<file path="src/rtl/seq_rca_if.sv">
// ---------------------------------------------------------------------------
// seq_rca_if
// Groups the start/done handshake, operands and result of seq_rca.
//
//   start  requester -> adder   start request (only sampled while idle)
//   a, b   requester -> adder   WIDTH-bit operands
//   ci     requester -> adder   carry-in
//   busy   adder -> requester   high while an add is in flight or completing
//   done   adder -> requester   one-cycle pulse, result valid
//   s      adder -> requester   WIDTH-bit sum register
//   co     adder -> requester   final carry-out
//   ovf    adder -> requester   two's-complement overflow
//
// master: the block issuing adds. slave: the adder itself.
// ---------------------------------------------------------------------------
interface seq_rca_if #(
    parameter int WIDTH = 8
);
    logic             start;
    logic [WIDTH-1:0] a;
    logic [WIDTH-1:0] b;
    logic             ci;
    logic             busy;
    logic             done;
    logic [WIDTH-1:0] s;
    logic             co;
    logic             ovf;

    modport master (
        output start, a, b, ci,
        input  busy, done, s, co, ovf
    );

    modport slave (
        input  start, a, b, ci,
        output busy, done, s, co, ovf
    );
endinterface

</file>
<file path="src/rtl/seq_rca.sv">
// ---------------------------------------------------------------------------
// seq_rca
// Multi-cycle ripple-carry adder. Adds two WIDTH-bit operands plus carry-in,
// CHUNK bits per clock, with the inter-chunk carry held in a register, so the
// combinational carry chain is only CHUNK full adders long.
//
// Ports:
//   clk      system clock, rising edge
//   reset_n  asynchronous active-low reset, clears every register
//   bus      seq_rca_if slave modport (start/a/b/ci in, busy/done/s/co/ovf out)
//
// Timing: start accepted in IDLE at edge E0; N = WIDTH/CHUNK RUN cycles follow;
// the result is published at the last RUN edge and done pulses for one cycle.
// s/co/ovf only ever change at that edge, so they hold the previous result
// for the whole of the next operation.
// ---------------------------------------------------------------------------
module seq_rca #(
    parameter int WIDTH = 8,
    parameter int CHUNK = 2
) (
    input  logic     clk,
    input  logic     reset_n,
    seq_rca_if.slave bus
);

    localparam int N     = WIDTH / CHUNK;
    localparam int CNT_W = (N > 1) ? $clog2(N) : 1;

    typedef enum logic [1:0] {
        IDLE = 2'd0,
        RUN  = 2'd1,
        DONE = 2'd2
    } state_t;

    state_t             state;
    state_t             state_nxt;
    logic               busy_c;
    logic               done_c;

    logic [CNT_W-1:0]   cnt;
    logic               carry;
    logic [WIDTH-1:0]   a_reg;
    logic [WIDTH-1:0]   b_reg;
    logic [WIDTH-1:0]   psum;
    logic [WIDTH-1:0]   psum_nxt;
    logic [WIDTH-1:0]   s_reg;
    logic               co_reg;
    logic               ovf_reg;

    logic [CHUNK-1:0]   slice_sum;
    logic               slice_co;
    logic               slice_cm;
    logic               last;
    int                 lo;

    // CHUNK chained full adders. Returns {carry into slice MSB, carry out, sum}.
    // The carry into the MSB is only meaningful on the top slice, where it
    // feeds the overflow flag.
    function automatic logic [CHUNK+1:0] fa_slice(
        input logic [CHUNK-1:0] x,
        input logic [CHUNK-1:0] y,
        input logic             cin
    );
        logic [CHUNK-1:0] sum;
        logic             c;
        logic             cm;
        c  = cin;
        cm = cin;
        for (int i = 0; i < CHUNK; i++) begin
            sum[i] = x[i] ^ y[i] ^ c;
            cm     = c;
            c      = (x[i] & y[i]) | (c & (x[i] ^ y[i]));
        end
        return {cm, c, sum};
    endfunction

    // ---- FSM state register ----
    always_ff @(posedge clk or negedge reset_n) begin
        if (!reset_n) begin
            state <= IDLE;
        end else begin
            state <= state_nxt;
        end
    end

    // ---- FSM next state and handshake outputs ----
    always_comb begin
        state_nxt = state;
        busy_c    = 1'b0;
        done_c    = 1'b0;
        case (state)
            IDLE: begin
                if (bus.start) begin
                    state_nxt = RUN;
                end
            end
            RUN: begin
                busy_c = 1'b1;
                if (last) begin
                    state_nxt = DONE;
                end
            end
            DONE: begin
                busy_c    = 1'b1;
                done_c    = 1'b1;
                state_nxt = IDLE;
            end
            default: begin
                state_nxt = IDLE;
            end
        endcase
    end

    // ---- Slice adder: current chunk of the latched operands ----
    always_comb begin
        lo       = int'(cnt) * CHUNK;
        last     = (cnt == CNT_W'(N - 1));
        {slice_cm, slice_co, slice_sum} = fa_slice(a_reg[lo +: CHUNK], b_reg[lo +: CHUNK], carry);
        // Full partial sum including this cycle's slice, so the last RUN edge
        // can publish the complete word in one step.
        psum_nxt = psum;
        psum_nxt[lo +: CHUNK] = slice_sum;
    end

    // ---- Datapath registers ----
    always_ff @(posedge clk or negedge reset_n) begin
        if (!reset_n) begin
            cnt     <= '0;
            carry   <= 1'b0;
            a_reg   <= '0;
            b_reg   <= '0;
            psum    <= '0;
            s_reg   <= '0;
            co_reg  <= 1'b0;
            ovf_reg <= 1'b0;
        end else begin
            case (state)
                IDLE: begin
                    if (bus.start) begin
                        a_reg <= bus.a;
                        b_reg <= bus.b;
                        carry <= bus.ci;
                        cnt   <= '0;
                    end
                end
                RUN: begin
                    psum  <= psum_nxt;
                    carry <= slice_co;
                    // Counter wraps back to 0 on the last slice so the slice
                    // index never points past the operand.
                    cnt   <= last ? '0 : cnt + 1'b1;
                    if (last) begin
                        s_reg   <= psum_nxt;
                        co_reg  <= slice_co;
                        ovf_reg <= slice_cm ^ slice_co;
                    end
                end
                default: begin
                end
            endcase
        end
    end

    assign bus.busy = busy_c;
    assign bus.done = done_c;
    assign bus.s    = s_reg;
    assign bus.co   = co_reg;
    assign bus.ovf  = ovf_reg;

endmodule

</file>
<file path="src/flat_wrapper.sv">
// flat-port wrapper written by rule: the top's interface ports become plain ports
module seq_rca_flat 
#(
    parameter int WIDTH = 8,
    parameter int CHUNK = 2
)
  (clk, reset_n, bus_start, bus_a, bus_b, bus_ci, bus_busy, bus_done, bus_s, bus_co, bus_ovf);
  seq_rca_if #(.WIDTH(WIDTH)) bus_i ();
  input  logic clk;
  input  logic reset_n;
  input wire logic [$bits(bus_i.start)-1:0] bus_start;
  input wire logic [$bits(bus_i.a)-1:0] bus_a;
  input wire logic [$bits(bus_i.b)-1:0] bus_b;
  input wire logic [$bits(bus_i.ci)-1:0] bus_ci;
  output wire logic [$bits(bus_i.busy)-1:0] bus_busy;
  output wire logic [$bits(bus_i.done)-1:0] bus_done;
  output wire logic [$bits(bus_i.s)-1:0] bus_s;
  output wire logic [$bits(bus_i.co)-1:0] bus_co;
  output wire logic [$bits(bus_i.ovf)-1:0] bus_ovf;
  assign bus_i.start = bus_start;
  assign bus_i.a = bus_a;
  assign bus_i.b = bus_b;
  assign bus_i.ci = bus_ci;
  assign bus_busy = bus_i.busy;
  assign bus_done = bus_i.done;
  assign bus_s = bus_i.s;
  assign bus_co = bus_i.co;
  assign bus_ovf = bus_i.ovf;
  seq_rca #(.WIDTH(WIDTH), .CHUNK(CHUNK)) u_core (.clk(clk), .reset_n(reset_n), .bus(bus_i));
endmodule
</file>
<file path="config.mk">
export PLATFORM = sky130hd
export DESIGN_NAME = seq_rca_flat
export DESIGN_NICKNAME = d
export VERILOG_FILES = /design/src/rtl/seq_rca_if.sv /design/src/rtl/seq_rca.sv /design/src/flat_wrapper.sv
export SDC_FILE = /design/constraint.sdc
export NUM_CORES = 1
export LEC_CHECK = 0
export ABC_AREA = 1
export BUFFER_PORTS_ARGS = -buffer_cell sky130_fd_sc_hd__clkbuf_2
export CAP_MARGIN = 20
export CORE_MARGIN = 3
export CORE_UTILIZATION = 60
export CTS_CLUSTER_SIZE = 25
export DETAILED_ROUTE_END_ITERATION = 7
export HOLD_SLACK_MARGIN = 0.08
export PLACE_DENSITY = 0.88
export SKIP_CTS_REPAIR_TIMING = 1
export SYNTH_ARGS = -nofsm -noshare
export SYNTH_HDL_FRONTEND = slang
export SYNTH_SLANG_ARGS = --single-unit
</file>
<file path="constraint.sdc">
create_clock -name clk -period 5.4 [get_ports clk]
set_input_delay 1.08 -clock clk [delete_from_list [all_inputs] [get_ports clk]]
set_output_delay 1.08 -clock clk [all_outputs]
set_load 0.01 [all_outputs]
</file>
==> results of run 1 <==
[where the power goes]
part           internal [uW]  switching (uW)  total, uW
clock network            109            88.8        198
logic                    260             316        576
registers                410            85.3        495
total                    779             490       1270
[synthesized netlist by cell type (all sizes together)]
| cell type | count |
|---|---|
| fa | 2 |
| o21bai | 6 |
| inv | 20 |
| o21ai | 15 |
| ha | 9 |
| mux2 | 16 |
| nand2 | 66 |
| buf | 6 |
| nand3 | 8 |
| a21oi | 1 |
| o21a | 1 |
| xnor2 | 1 |
| dfrtp | 39 |
| o22ai | 4 |
| nor2 | 16 |
[per-layer routing]
metal	track usage, %	vias up	part of all wire, %
met3	4.28	7	4.5
li1	-	732	-
met1	24.2	692	44
met2	34.0	35	50
met4	6.47	0	1.4
met5	0	-	0
[final timing paths]
path	to	cells after the start	startpoint	slack (ps)
min in group asynchronous	u_core.psum[2]	1	reset_n	840
worst max register to register	u_core.psum[7]	9	u_core.cnt[0]	2600
worst min register to register	u_core.bus.s[0]	2	u_core.bus.s[0]	490
worst max-delay path	u_core.psum[7]	9	u_core.cnt[0]	2600
worst min-delay path	u_core.bus.s[0]	2	u_core.bus.s[0]	490
max in group asynchronous	u_core.b_reg[7]	1	reset_n	4000
[critical path, stage by stage, from the launching register on]
cell      delay, ps
dfrtp_1         630
inv_1           300
o21ai_0         240
o22ai_1         120
fa_1            430
fa_1            550
nand3_1         110
o21bai_1        200
nand2_1          80
nand2_1          70
[cell families after synthesis]
group | Yosys count | share of synthesized area, %
buf+inv | 26 | 5.64
simple gates | 90 | 18.0
xor+xnor | 1 | 0.443
flops | 39 | 49.4
compound gates | 27 | 7.98
fa+ha+maj | 11 | 7.73
mux | 16 | 10.8
[area by class of cell]
class,count,area share (%)
sequential,39,43.6
inverter,20,3.36
timing repair buffer,31,6.94
tap,44,2.46
clock inverter,2,1.57
multi-input combinational,145,39.7
clock buffer,6,2.29
[metrics by stage]
stage | total power [uW] | worst slack, ps | cell area [sq um]
floorplan | 938 | 3180 | 1980
global placement | 1050 | 2790 | 2150
detailed placement | 1080 | 2670 | 2150
CTS | 1270 | 2630 | 2240
global route | 1380 | 2360 | 2240
finish | 1270 | 2600 | 2240
==> impl_metrics.json, run 1 <==
{
  "status": "finished clean",
  "ir_drop_uv": 336,
  "die_x_um": 63.4,
  "maxCapViolations": 0,
  "rows": 20,
  "layout_commonest_cell": "nand2_1",
  "netlist.area_leader.share_pct": 49.4,
  "post-route-period-util_pct": 51.9,
  "antenna_found_initial": 0,
  "tritoncts": "yes",
  "die_area_sq_um": 4020,
  "ys_top_cells_by_area": "dfrtp_1 49%, nand2_1 12%, mux2_4 6.8%, ha_1 5.7%, mux2_2 4.0%",
  "fill_cells": 264,
  "finalSetupViolations": 0,
  "clk_pin_slew_ps": 110,
  "fp.dieH_um": 63.4,
  "synth_fp_nets": 241,
  "yosys.cell_types.count": 18,
  "worstSetupPathType": "reg -> reg",
  "endpoint_kind": "flip-flop",
  "finalCriticalPeriod_ps": 2800,
  "drive_above_1_share_pct": 23.0,
  "clock_sinks": 39,
  "cts_root_buf": "clkbuf_4",
  "dp_cells": 279,
  "grt_pass1_wl_mm": 6.13,
  "hp-class": "reg -> reg",
  "worstMarginPinSlew_ps": 898,
  "critPathArrivalTime_ps": 3090,
  "hpwl_mm": 2.67,
  "initial_core_util_pct": 63.7,
  "startpoint_type": "flip-flop",
  "synth.largest_area_cell": "dfrtp_1",
  "grtUsageTotal_pct": 19.6,
  "grt_overflow": 0,
  "numCtsBuffers": 5,
  "clkLatencyLatePin_ps": 350,
  "fin_tns_setup_ps": 0,
  "timing.fmax_ghz": 0.357,
  "first_pass_iters": 4,
  "fin_skew_ps": 11.3,
  "final_cell_mix": "65 x nand2_1, 39 x dfrtp_1, 31 x clkbuf_2, 20 x inv_1, 16 x nor2_1",
  "hold_ws_ps": 491,
  "multi_input_area_sq_um": 888,
  "grt_pass1_vias": 1422,
  "gp_congestion": 0.805,
  "core_sq_um": 3100,
  "seq_area_sq_um": 976,
  "seq_area_frac_synth_pct": 49.4,
  "grt_max_degree": 40,
  "netlist_area_sq_um": 1980,
  "avgSynthCellArea_sq_um": 9.41,
  "totalWireLength_mm": 3.46,
  "final_hold_viol_count": 0,
  "syn_to_final_growth_pct": 13.2,
  "cts_buffer_depth": 2,
  "portBuffers": 31,
  "drtIter0Drc": 37,
  "final_antenna_net_count": 0,
  "cts_htree_levels": 2,
  "max_slew_margin_pct": 40.1,
  "fin_cells": 287,
  "critical_path_required_ps": 5680,
  "slew_viol_final": 0,
  "via_count": 1466,
  "via_per_inst": 5.11,
  "n_antenna_cell": 0,
  "yosys_warnings": 0,
  "netlist_instances": 210,
  "worstPathMaxFanout": 15,
  "synth.ff_latch_count": 39,
  "drc_errors": 0,
  "final_core_utilization_pct": 72.1,
  "rsz0062_at_grt": "false",
  "p_leak_uw": 0.00121,
  "power_density_nw_per_um2": 568,
  "num_io_pins": 32,
  "nNetsFinal": 273,
  "wire_per_inst_um": 12.0
}
(Power assumes the default switching activity.)
==> run 2: changes to the inputs <==
CORE_UTILIZATION = 50   (was 60)
PLACE_DENSITY = 0.79   (was 0.88)
clock period = 2.3 ns   (was 5.4 ns; I/O delays follow)
==> run 2 against run 1 <==
Against the previous run:
- first-iteration DRC count grew to 2.7 times the previous value
- critical path type unchanged
- via count up 2.7%
- critical path depth grew 1
- critical endpoint is now u_core.bus.s[1]
- the run now ends with negative setup slack left
- sequential share of layout area decreased by 3.5 points
==> impl_metrics.json, run 2 (synthesis gave the netlist of run 1 again) <==
{
  "status": "finished with violations",
  "violations": "negative setup slack",
  "critical_path_required_ps": 2530,
  "hpwl_mm": 2.80,
  "fin_skew_ps": 9.43,
  "ir_drop_uv": 704,
  "final_cell_mix": "63 x nand2_1, 37 x dfrtp_1, 31 x clkbuf_2, 19 x inv_1, 14 x nor2_1",
  "core_sq_um": 3740,
  "met3WireLength_um": 169,
  "clkLatencyLatePin_ps": 300,
  "antenna_found_initial": 0,
  "num_io_pins": 32,
  "min_path_cells": 2,
  "hp-class": "in -> reg",
  "critPathArrivalTime_ps": 2540,
  "totalWireLength_mm": 3.75,
  "max_slew_margin_pct": 68.7,
  "topRoutingLayerUsed": "met4",
  "fin_tns_setup_ps": -30.0,
  "wl_met1_mm": 1.64,
  "grtUsageTotal_pct": 18.2,
  "final_antenna_net_count": 0,
  "r2r_cells": 10,
  "rows": 22,
  "total_power_uw": 3410,
  "slew_viol_final": 0,
  "worstSetupPathType": "reg -> reg",
  "fp.dieH_um": 68.9,
  "die_area_sq_um": 4740,
  "setup_ws_ps": -12.3,
  "grt_pass1_vias": 1428,
  "worstMarginPinSlew_ps": 469,
  "cts_root_buf": "clkbuf_8",
  "gp_congestion": 0.882,
  "r2r_start": "u_core.cnt[0]",
  "nNetsFinal": 286,
  "worstPathMaxFanout": 5,
  "fill_cells": 316,
  "startpoint_type": "flip-flop",
  "hp-start": "bus_a[3]",
  "r2r_setup_slack_ps": -10,
  "die_x_um": 68.9,
  "dp_slack_ps": -21.2,
  "p_leak_uw": 0.00129,
  "first_pass_iters": 4,
  "via_count": 1506,
  "met2WireLength_mm": 1.85,
  "drive_above_1_share_pct": 32.8,
  "finalSetupViolations": 5,
  "clk_pin_slew_ps": 80,
  "post-route-period-util_pct": 101,
  "portBuffers": 31,
  "fin_area_sq_um": 2430,
  "power_density_nw_per_um2": 1400,
  "wire_per_inst_um": 12.3,
  "rsz0062_at_grt": "true",
  "grt_pass1_wl_mm": 6.33,
  "finalCriticalPeriod_ps": 2310,
  "syn_to_final_growth_pct": 23.2,
  "maxCapViolations": 0,
  "initial_core_util_pct": 52.8,
  "hold_end": "u_core.a_reg[3]",
  "timing.fmax_ghz": 0.432,
  "cts_htree_levels": 2,
  "endpoint_kind": "flip-flop",
  "tritoncts": "yes",
  "final_core_utilization_pct": 65.0,
  "numCtsBuffers": 5,
  "layout_commonest_cell": "nand2_1",
  "drtIter0Drc": 100,
  "grt_max_degree": 19,
  "grt_overflow": 0,
  "cts_buffer_depth": 2,
  "drc_errors": 0,
  "n_antenna_cell": 0,
  "clock_sinks": 39,
  "via_per_inst": 4.95,
  "placed_cell_area_sq_um": 2230,
  "r2r_end": "u_core.bus.s[1]",
  "final_hold_viol_count": 0
}
==> run 2: changes by cell type in the layout (fill, tap and decap cells not counted), moves of 3 or more <==
cell / before / now
clkbuf_8: 1 / 6
buf_4: 0 / 10
o21ai_1: 0 / 3
o21ai_0: 15 / 11
clkbuf_4: 5 / 0
==> run 2: per-layer routing <==
layer	track usage, %	vias to the layer above
met1	22.5	709
li1	-	761
met3	6.32	9
met5	0	-
met2	30.4	27
met4	5.11	0
==> run 2: critical path, cell delays in order (launching register included) <==
cell     delay (ps)
dfrtp_2         450
buf_6           140
o21ai_2         110
o22ai_2         110
fa_2            430
fa_2            610
buf_6           110
nand3_2          70
nand2_2          90
nand2_1          60
nand2_1          70
==> run 2: area by class of cell <==
type                            instances  area, sq um  share of cell area (%)
Inverter                               20         75.1                    3.08
Clock inverter                          2         16.3                   0.668
Timing Repair Buffer                   44          263                    10.8
Multi-Input combinational cell        145          960                    39.4
Tap cell                               48         60.1                    2.47
Clock buffer                            6         82.6                    3.39
Sequential cell                        39          978                    40.2
==> run 2: how the worst max path moves through the flow <==
stage	start	end	slack, ps
global placement	u_core.cnt[0]	u_core.psum[7]	70
floorplan	u_core.cnt[0]	u_core.psum[3]	80
global route	u_core.cnt[0]	u_core.psum[5]	-150
detailed placement	u_core.cnt[0]	u_core.psum[3]	-20
CTS	u_core.cnt[0]	u_core.psum[3]	-50
finish	u_core.cnt[0]	u_core.bus.s[1]	-10
==> run 2: report_power, final <==
group	switching [uW]	total, uW	internal, uW	leakage [uW]
combinational	898	1760	864	0.000742
sequential	195	1160	967	0.000496
clock	237	482	244	0.0000474
==> run 2: metrics by stage <==
| stage | hold WS (ps) | cells |
|---|---|---|
| 3_3_place_gp | 336 | 293 |
| 3_5_place_dp | 333 | 293 |
| 5_1_grt | 381 | 304 |
| 6_report | 388 | 304 |
| 4_1_cts | 8.38 | 301 |
| 2_1_floorplan | 164 | 210 |
==> run 3: changes to the inputs <==
BUFFER_PORTS_ARGS = -buffer_cell sky130_fd_sc_hd__buf_2   (was -buffer_cell sky130_fd_sc_hd__clkbuf_2)
==> run 3 against run 2 <==
Against the previous run:
- the flow still finishes with violations (negative setup slack)
- sequential power about the same
- combinational power decreased by 4%
- utilization is 1.4 points lower
- maximum frequency rose by 0.46%
- power up 0.77%
- critical path depth down 1
- clock-buffer cell count is the same
- sequential cell count did not move
- critical path type unchanged
- critical endpoint is now u_core.psum[7]
- largest power group unchanged
==> impl_metrics.json, run 3 (synthesis gave the netlist of run 1 again) <==
{
  "cts_buffer_depth": 2,
  "slew_viol_final": 0,
  "drive_above_1_share_pct": 29.9,
  "final_core_utilization_pct": 63.7,
  "grtUsageTotal_pct": 19.2,
  "first_pass_iters": 4,
  "via_count": 1524,
  "wire_per_inst_um": 13.1,
  "tritoncts": "yes",
  "syn_to_final_growth_pct": 20.6,
  "fin_skew_ps": 6.55,
  "internal-power_uw": 2120,
  "grt_pass1_wl_mm": 6.51,
  "worstPathMaxFanout": 5,
  "via_per_inst": 5.05,
  "post-route-period-util_pct": 100,
  "die_x_um": 68.9,
  "initial_core_util_pct": 52.8,
  "final_hold_viol_count": 0,
  "r2r_start": "u_core.cnt[0]",
  "dp_cells": 291,
  "setup_ws_ps": -1.68,
  "p_leak_uw": 0.00128,
  "endpoint_kind": "flip-flop",
  "ir_drop_uv": 775,
  "cts_htree_levels": 2,
  "worstSetupPathType": "reg -> reg",
  "gp_congestion": 0.875,
  "core_sq_um": 3740,
  "drc_errors": 0,
  "finalCriticalPeriod_ps": 2300,
  "startpoint_type": "flip-flop",
  "worstMarginPinSlew_ps": 830,
  "clk_pin_slew_ps": 70,
  "power_density_nw_per_um2": 1440,
  "timing.fmax_ghz": 0.434,
  "layout_commonest_cell": "nand2_1",
  "hp-class": "in -> async",
  "portBuffers": 31,
  "final_antenna_net_count": 0,
  "n_antenna_cell": 0,
  "numCtsBuffers": 5,
  "hpwl_mm": 2.89,
  "status": "finished with violations",
  "fill_cells": 335,
  "final_cell_mix": "65 x nand2_1, 37 x dfrtp_1, 31 x buf_2, 19 x inv_1, 15 x nor2_1",
  "drtIter0Drc": 59,
  "maxCapViolations": 0,
  "critPathArrivalTime_ps": 2550,
  "pwr-share-clk_pct": 17.2,
  "swShare_pct": 38.1,
  "r2r_cells": 9,
  "violations": "negative setup slack",
  "grt_max_degree": 40,
  "clkLatencyLatePin_ps": 300,
  "die_area_sq_um": 4740,
  "p_switching_uw": 1310,
  "antenna_found_initial": 0,
  "fp.dieH_um": 68.9,
  "grt_pass1_vias": 1529,
  "rows": 22,
  "nNetsFinal": 284,
  "r2r_setup_slack_ps": -2,
  "combPwrFrac_pct": 49.1,
  "max_slew_margin_pct": 44.7,
  "critical_path_required_ps": 2540,
  "grt_overflow": 0,
  "finalSetupViolations": 2,
  "totalWireLength_mm": 3.95,
  "r2r_end": "u_core.psum[7]",
  "clock_sinks": 39,
  "total_power_uw": 3430,
  "fin_cells": 302,
  "num_io_pins": 32,
  "rsz0062_at_grt": "true",
  "cts_root_buf": "clkbuf_8",
  "p_seq_share_pct": 33.7
}
-- run 3: cell count changes in the layout (fill, tap and decap cells not counted), moves of 2 or more --
| cell | delta |
|---|---|
| nand2_2 | -2 |
| buf_2 | +31 |
| clkbuf_2 | -31 |
| nand2_1 | +2 |
| o21bai_1 | +2 |
| o21bai_4 | -2 |
-- run 3: critical path: stages, from the launching register on --
cell	delay [ps]
dfrtp_2	450
buf_6	140
o21ai_2	120
o22ai_2	120
fa_2	420
fa_2	590
nand3_2	90
o21bai_1	180
nand2_1	70
nand2_1	70
-- run 3: how the worst max path moves through the flow --
stage	from	end	slack [ps]	cells after the start
after floorplan	u_core.cnt[0]	u_core.psum[3]	80	9
final	u_core.cnt[0]	u_core.psum[7]	-2	9
after global routing	u_core.cnt[0]	u_core.psum[1]	-120	10
after CTS	u_core.cnt[0]	u_core.bus.s[7]	-120	9
after global placement	u_core.cnt[0]	u_core.psum[7]	60	9
after detailed placement	u_core.cnt[0]	u_core.bus.s[7]	-100	9
-- run 3: per-layer routing --
layer  GRT usage (%)  up-vias  part of all wire (%)
li1                -      752                     -
met1            21.2      727                    42
met2            32.7       33                    51
met3            4.86       12                   4.0
met4            11.9        0                   3.0
met5               0        -                     0
-- run 3: final cells by class --
class	instances	area [sq um]	area share, %
flip-flops and latches	39	978	41.0
clock inverters	2	35.0	1.47
multi-input cells	145	911	38.2
repair buffers	42	241	10.1
well taps	48	60.1	2.52
inverters	20	75.1	3.15
clock buffers	6	82.6	3.46
-- run 3: power groups by stage --
| stage | clock network [uW] | logic [uW] | registers [uW] |
|---|---|---|---|
| 2_1_floorplan | 0 | 1080 | 1120 |
| 3_3_place_gp | 0 | 1420 | 1140 |
| 3_5_place_dp | 0 | 1470 | 1160 |
| 4_1_cts | 601 | 1480 | 1150 |
| 5_1_grt | 625 | 1890 | 1180 |
| 6_report | 589 | 1690 | 1160 |
-- run 3: stage by stage --
step | setup TNS [ps] | hold slack [ps] | instance area, sq um | worst slack (ps)
after floorplan | 0 | 164 | 1980 | 79.1
final | -2.72 | 256 | 2380 | -1.68
after detailed placement | -484 | 461 | 2210 | -101
after global routing | -811 | 328 | 2380 | -122
after CTS | -589 | 282 | 2330 | -119
after global placement | 0 | 457 | 2210 | 63.2
